`src/rtl/text_fetch_sched.sv`:
```
// Text-mode fetch sequencer: tile RAM -> font ROM -> serial pixel bit.
// Shares the tile RAM port with a writer client; display has priority.
module text_fetch_sched #(
  parameter int COLS = 80,
  parameter int ROWS = 30,
  parameter int AW   = 12
) (
  input  logic          clk,
  input  logic          reset,
  input  logic          pixel_tick,
  input  logic          video_on,
  input  logic          hsync_in,
  input  logic          vsync_in,
  input  logic [9:0]    pixel_x,
  input  logic [9:0]    pixel_y,
  output logic [AW-1:0] tram_addr,
  output logic          tram_we,
  output logic [6:0]    tram_wdata,
  input  logic [6:0]    tram_rdata,
  output logic [10:0]   rom_addr,
  input  logic [7:0]    font_word,
  input  logic          wr_req,
  input  logic [AW-1:0] wr_addr,
  input  logic [6:0]    wr_data,
  output logic          wr_ack,
  output logic          wr_err,
  output logic          font_bit,
  output logic          video_on_out,
  output logic          hsync_out,
  output logic          vsync_out
);

  typedef enum logic [1:0] {IDLE, RD_T, RD_F} state_e;

  state_e          state_q, state_d;
  logic [AW-1:0]   tram_addr_q, tram_addr_d;
  logic            tram_we_q, tram_we_d;
  logic [6:0]      tram_wdata_q, tram_wdata_d;
  logic [10:0]     rom_addr_q, rom_addr_d;
  logic [3:0]      line_q, line_d;
  logic [7:0]      word_buf_q, word_buf_d;
  logic            ack_c, err_c;

  logic [2:0]      xbit_q;
  logic            von_q, hs_q, vs_q;
  logic            font_bit_q, von_out_q, hs_out_q, vs_out_q;

  logic [6:0]      col;
  logic [4:0]      crow;
  logic [3:0]      line;
  logic            cell_start, in_range, wr_ok;
  logic [AW-1:0]   cell_addr;

  assign col        = pixel_x[9:3];
  assign crow       = pixel_y[8:4];
  assign line       = pixel_y[3:0];
  assign cell_start = pixel_tick & video_on & (pixel_x[2:0] == 3'd0);
  // rows at or beyond 512 are off-screen and must not alias onto row 0
  assign in_range   = ({1'b0, col} < 8'(COLS)) &&
                      ({1'b0, crow} < 6'(ROWS)) && !pixel_y[9];
  assign cell_addr  = AW'(crow) * AW'(COLS) + AW'(col);
  assign wr_ok      = {1'b0, wr_addr} < (AW+1)'(COLS * ROWS);

  always_comb begin
    state_d      = state_q;
    tram_addr_d  = tram_addr_q;
    tram_we_d    = 1'b0;
    tram_wdata_d = tram_wdata_q;
    rom_addr_d   = rom_addr_q;
    line_d       = line_q;
    word_buf_d   = word_buf_q;
    ack_c        = 1'b0;
    err_c        = 1'b0;
    unique case (state_q)
      IDLE: begin
        if (cell_start) begin
          if (in_range) begin
            state_d     = RD_T;
            tram_addr_d = cell_addr;
            line_d      = line;
          end else begin
            word_buf_d  = '0;
          end
        end else if (wr_req) begin
          ack_c        = 1'b1;
          tram_addr_d  = wr_addr;
          tram_wdata_d = wr_data;
          tram_we_d    = wr_ok;
          err_c        = !wr_ok;
        end
      end
      RD_T: begin
        rom_addr_d = {tram_rdata, line_q};
        state_d    = RD_F;
      end
      RD_F: begin
        word_buf_d = font_word;
        state_d    = IDLE;
      end
      default: state_d = IDLE;
    endcase
  end

  always_ff @(posedge clk) begin
    if (reset) begin
      state_q      <= IDLE;
      tram_addr_q  <= '0;
      tram_we_q    <= 1'b0;
      tram_wdata_q <= '0;
      rom_addr_q   <= '0;
      line_q       <= '0;
      word_buf_q   <= '0;
    end else begin
      state_q      <= state_d;
      tram_addr_q  <= tram_addr_d;
      tram_we_q    <= tram_we_d;
      tram_wdata_q <= tram_wdata_d;
      rom_addr_q   <= rom_addr_d;
      line_q       <= line_d;
      word_buf_q   <= word_buf_d;
    end
  end

  // one-tick pixel pipeline keeps syncs aligned with font_bit
  always_ff @(posedge clk) begin
    if (reset) begin
      xbit_q     <= '0;
      von_q      <= 1'b0;
      hs_q       <= 1'b0;
      vs_q       <= 1'b0;
      font_bit_q <= 1'b0;
      von_out_q  <= 1'b0;
      hs_out_q   <= 1'b0;
      vs_out_q   <= 1'b0;
    end else if (pixel_tick) begin
      font_bit_q <= word_buf_q[~xbit_q] & von_q;
      von_out_q  <= von_q;
      hs_out_q   <= hs_q;
      vs_out_q   <= vs_q;
      xbit_q     <= pixel_x[2:0];
      von_q      <= video_on;
      hs_q       <= hsync_in;
      vs_q       <= vsync_in;
    end
  end

  assign tram_addr    = tram_addr_q;
  assign tram_we      = tram_we_q;
  assign tram_wdata   = tram_wdata_q;
  assign rom_addr     = rom_addr_q;
  assign wr_ack       = ack_c & ~reset;
  assign wr_err       = err_c & ~reset;
  assign font_bit     = font_bit_q;
  assign video_on_out = von_out_q;
  assign hsync_out    = hs_out_q;
  assign vsync_out    = vs_out_q;

endmodule

```
`config.mk`:
```
export PLATFORM = sky130hd
export DESIGN_NAME = text_fetch_sched
export DESIGN_NICKNAME = d
export VERILOG_FILES = /design/src/rtl/text_fetch_sched.sv
export SDC_FILE = /design/constraint.sdc
export NUM_CORES = 1
export LEC_CHECK = 0
export BUFFER_PORTS_ARGS = -buffer_cell sky130_fd_sc_hd__buf_4
export CELL_PAD_IN_SITES_DETAIL_PLACEMENT = 0
export CELL_PAD_IN_SITES_GLOBAL_PLACEMENT = 1
export CORE_ASPECT_RATIO = 1.25
export CORE_MARGIN = 2
export CORE_UTILIZATION = 38
export CTS_CLUSTER_DIAMETER = 120
export DETAILED_ROUTE_END_ITERATION = 7
export PLACE_DENSITY = 0.88
export SYNTH_ARGS = -nofsm -noshare
export SYNTH_HDL_FRONTEND = slang
export SYNTH_SLANG_ARGS = --single-unit
```
`constraint.sdc`:
```
create_clock -name clk -period 3.65 [get_ports clk]
set_input_delay 0.5475 -clock clk [delete_from_list [all_inputs] [get_ports clk]]
set_output_delay 0.5475 -clock clk [all_outputs]
set_load 0.02 [all_outputs]
```
## Word-level counts from Yosys, hierarchy flattened

Index checks and enable logic that the tools add are counted.

- Register bits after elaboration: 55
- Output and inout port bits: 37
- Word-level logic and storage cells: 68

- $add $sub $neg: 1
- Multipliers: 1
- Magnitude comparators: 4
- Eq/ne operators: 6
- Muxes and demuxes: 17
- Bitwise logic cells: 10
- Reductions and logical operators: 14

Operators with widths:

| kind | number |
|---|---|
| $mux W12 | 3 |
| $mux W8 | 2 |
| $pmux W8 S2 | 1 |
| $add A12 B7 Y12 | 1 |
| $lt A12 B12 Y1 const B | 1 |
| $reduce_and A3 Y1 | 4 |
| $mul A5 B3 Y8 const B | 1 |
| $lt A7 B7 Y1 const B | 1 |
| $mux W1 | 7 |
| $ne A2 B2 Y1 const B | 3 |
| $and A1 B1 Y1 | 5 |
| $lt A5 B5 Y1 const B | 1 |
| $lt A3 B4 Y1 const B | 1 |
| $mux W2 | 2 |
| $not A1 Y1 | 4 |
| $pmux W2 S2 | 1 |
| $reduce_bool A2 Y1 | 2 |
| $reduce_or A4 Y1 | 1 |
| $bmux W1 S3 | 1 |
| $logic_not A3 Y1 | 1 |
| $not A3 Y3 | 1 |
| $eq A2 B1 Y1 const B | 1 |
| $eq A2 B2 Y1 const B | 1 |
| $logic_and A1 B1 Y1 | 2 |
| 4 further kinds | 5 |

## Depth between registers and ports, before layout

- Depth in word-level cells: 6
- Gate-level depth with buffers: 8

## Least setup slack after synthesis

OpenSTA, ideal clock, no wires.

- Kind: input to register
- From: in pixel_y[5]
- To: reg tram_addr_q[9], in the netlist tram_addr[9]
- Data arrival time: 2.207 ns
- Required time: 3.534 ns
- Path slack: 1.326 ns
- Stages: 8
- Cells stage by stage: ha_1 -> ha_1 -> fa_1 -> nand2_1 -> a21oi_1 -> xnor2_1 -> o211ai_1 -> o211a_1

- Cells in the longest elaborated chain, start to end: 5

RTL lines:

| item | line | source |
|---|---|---|
| from (decl) | 15 | `input logic [9:0] pixel_y,` |
| branches (longest 5 deep; another with $add A12 B7 Y12) | n/a |  |
| to (signal assigned) | 115 | `tram_addr_q <= tram_addr_d;` |
| to (decl) | 36 | `logic [AW-1:0] tram_addr_q, tram_addr_d;` |

Several ways; the timed one is not identified. The select of a mux whose other input is x is not followed.
A chain may end at the register's enable or synchronous reset.

## Worst setup path after layout

- From: reg state_q[0]
- To: out wr_err

- Cells in the longest elaborated chain, start to end: 3

RTL lines:

| item | line | source |
|---|---|---|
| from (decl) | 35 | `state_e state_q, state_d;` |
| from (signal assigned) | 114 | `state_q <= state_d;` |
| $logic_not A2 Y1 | 74 | `unique case (state_q)` |
| $mux W1 | 74 |  |
| $and A1 B1 Y1 | 152 | `assign wr_err = err_c & ~reset;` |
| to (decl) | 26 | `output logic wr_err,` |

No other way between the ends.

==> summary.md <==
| Metric | Value |
|---|---|
| Status | complete, no violations |
| Total global-route track usage | 16.6% |
| Worst path buffer plus inverter count | 2 |
| Post-synth top area cell | dfxtp_1 |
| Initial antenna violation count | 0 |
| Slew HR | about 47% |
| Mean Syn Cell Area | ~9.0 um2 |
| Share of layout cells above drive strength 1 | 32.3% |
| Compound-Gate Fraction of Synth Area | 16.5% |
| Simple-Gate Fraction of Synth Area | 17.6% |
| Post-DRT Antenna Nets | 0 |
| Die X | 76.6 um |
| Post-Syn Instances | 277 |
| Post-route minimum period | 2400 ps |
| Final wirelength | 5850 um |
| EDFF count, synth | 0 |
| Synth unique cells | 39 |
| Area contributors post-synth | dfxtp_1 (44%), nand2_1 (7.7%), mux2i_1 (7.6%) |
| Most common cell in the synthesized netlist | dfxtp_1 |
| Die footprint | approximately 7300 um2 |
| # port buffers | 97 |
| Post-synth top cells | dfxtp_1 (55), nand2_1 (51), a21oi_1 (30) |
| Initial core utilization | 38.6% |
| Placer Congestion | 0.766 |
| Routed len/inst | roughly 13 um |
| Setup crit end kind | output pin |
| Setup TNS | 0 ps |
| Main combinational cell family by area after synthesis | simple AND/OR/NAND/NOR gates |
| Worst setup slack after layout | 1250 ps |
| CTS tree | yes |
| H-tree Lvls | 2 |
| Max Clk Rate | approximately 0.42 GHz |
| Clock Tree Buf Depth | 2 |
| RSZ-0062 raised after global routing | no |
| CTS root buf | clkbuf_8 |
| Vias after detailed routing | 2210 |
| Post-Synthesis Cell Area | 2500 um2 |
| Final #Nets | 439 |
| # setup viols final | 0 |
| CP cell instances | nor3b_1, o41ai_2, buf_4, nor3_1, buf_4 |
| Cts repair resizes | 0 |
| Data required, critical path | between 3000 and 4000 ps |
| Max stage delay on crit path | 480 ps |
| CP dominant cell by count | buf_4 |
| Max-cap check violation count | 0 |
| CP Max Fanout | 14 |
| Syn nets | 349 |
| Number of global-route vias before repair | 2202 |
| Top delay family on crit path | simple AND/OR/NAND/NOR gates |
| Hold-fix buffers, CTS | 0 |
| Hold/Removal Path Class | flop to flop |
| Synth async-reset ratio | 0% |
| Crit path launch type | flop |
| Filler Cell Count | 635 |
| Most used DFF post-synth | dfxtp_1 |
| DRT Pass-1 Iters | 4 |
| Cell Pwr Density | around 360 nW/um2 |
| Max IR drop VDD | 0.140 mV |
| Register clock-pin slew on the reported worst setup and hold paths | 90 ps |
| Placement Setup Slack | a little under 1000 ps |
| DPL Wire Length | 4600 um |
| Adder-Cell Fraction of Synth Area | 6.10% |
| Drt drc | 0 |
| Fraction of synthesized cell area in xor and xnor cells | around 2.5% |
| Largest net degree at the start of global routing | 54 |
| Final Skew | around 6.2 ps |
| Critical path arrival | 1850 ps |
| Final slew viol count | 0 |
| Mux share of post-synthesis cell area | 9.85% |
| Yosys warns | 0 |
| Flops & latches, synth | 55 |
| Final hold vios | 0 |
| Synth top area share | 44.0% |
| Vias per cell | between 4 and 5 |
| Crit Path Category | flop to output pin |
| Register area share after synthesis | roughly 44% |
| Worst-Margin Slew | 793 ps |
| Setup Buffers After CTS | 0 |
| DR iter-0 viols | 101 |
| Slowest library cell on the worst path | dfxtp_1 |
| Chip height | 94.7 um |
| Area Overhead vs Synth | 36.2% |
| Worst-skew pair later-pin latency | 300 ps |
| Placement row count | 33 |
| Period utilization | 65.7% |
| Core area | 6480 um2 |
| # clock sinks | 55 |
| Diodes inserted | 0 |
| Leak | 1.48 nW |
| CTS Buf Count | 5 |
| Total gr overflow | 0 |
| First-pass GRT wire length | 9780 um |
| I/O pin cnt | 98 |
-- routing by layer --
metal  GRT usage [%]  routed length, um
met1            20.4               2480
met2            29.3               3070
met3            3.15                258
met4            5.91                 39
met5               0                  0
-- flip-flops by register name, summed over array words and instances, names as in the netlist --
signal / flops
font_bit: 1
hs_q: 1
hsync_out: 1
line_q: 4
rom_addr: 11
state_q: 2
tram_addr: 12
tram_wdata: 7
tram_we: 1
video_on_out: 1
von_q: 1
vs_q: 1
vsync_out: 1
word_buf_q: 8
xbit_q: 3
-- cell usage in the layout, fill, tap and decap left out, drive strengths merged, types with 7 or more instances in the layout --
| master | count |
|---|---|
| buf | 100 |
| dfxtp | 55 |
| nand2 | 51 |
| a21oi | 30 |
| nor2 | 28 |
| mux2i | 19 |
| o21ai | 11 |
| ha | 9 |
| clkbuf | 7 |
-- final cells by class --
type | instances | area (um2) | area share (%)
clock inverters | 1 | 7.51 | 0.220
well taps | 87 | 109 | 3.19
repair buffers | 100 | 751 | 22.0
inverters | 4 | 15.0 | 0.441
multi-input cells | 201 | 1330 | 39.0
clock buffers | 7 | 96.3 | 2.83
flip-flops and latches | 55 | 1100 | 32.3
-- final timing paths --
kind / startpoint / end / slack (ps) / cells after the start
worst max-delay path: state_q[0] / wr_err / 1250 / 5
worst min-delay path: rom_addr[6] / rom_addr[6] / 460 / 2
worst max register to register: state_q[0] / tram_addr[4] / 1940 / 6
worst min register to register: rom_addr[6] / rom_addr[6] / 460 / 2
-- worst reg2reg max path, stage by stage, from the launching register on --
cell and delay, ps:
dfxtp_1 480, nor3b_1 310, o41ai_2 150, o41ai_4 70
buf_4 300, nor2_1 80, a311oi_2 240
-- stage by stage --
| step | utilization [%] | cells | instance area, um2 | hold WS, ps | power [W] |
|---|---|---|---|---|---|
| CTS | 52.6 | 455 | 3410 | 463 | 0.00124 |
| global placement | 51.0 | 447 | 3300 | 443 | 0.000873 |
| detailed placement | 51.0 | 447 | 3300 | 447 | 0.000876 |
| finish | 52.6 | 455 | 3410 | 458 | 0.00122 |
| global route | 52.6 | 455 | 3410 | 477 | 0.00128 |
| floorplan | - | 277 | 2500 | 431 | 0.000772 |
-- where the power goes --
group	switching (W)	total, W	internal, W
clock	0.000182	0.000355	0.000173
combinational	0.000111	0.000227	0.000116
sequential	0.0000127	0.000633	0.000620
total	0.000306	0.00122	0.000909
-- cell families (layout without fill, tap and decap cells) --
kind of cell               Yosys count  count (layout)
adders and majority gates           11              11
buffers and inverters               21             112
AOI/OAI and AO/OA                   61              61
xor gates and xnor gates             7               7
DFF                                 55              55
muxes                               22              22
and+or+nand+nor                    100             100
No activity file was read; power rests on OpenSTA's default activity.
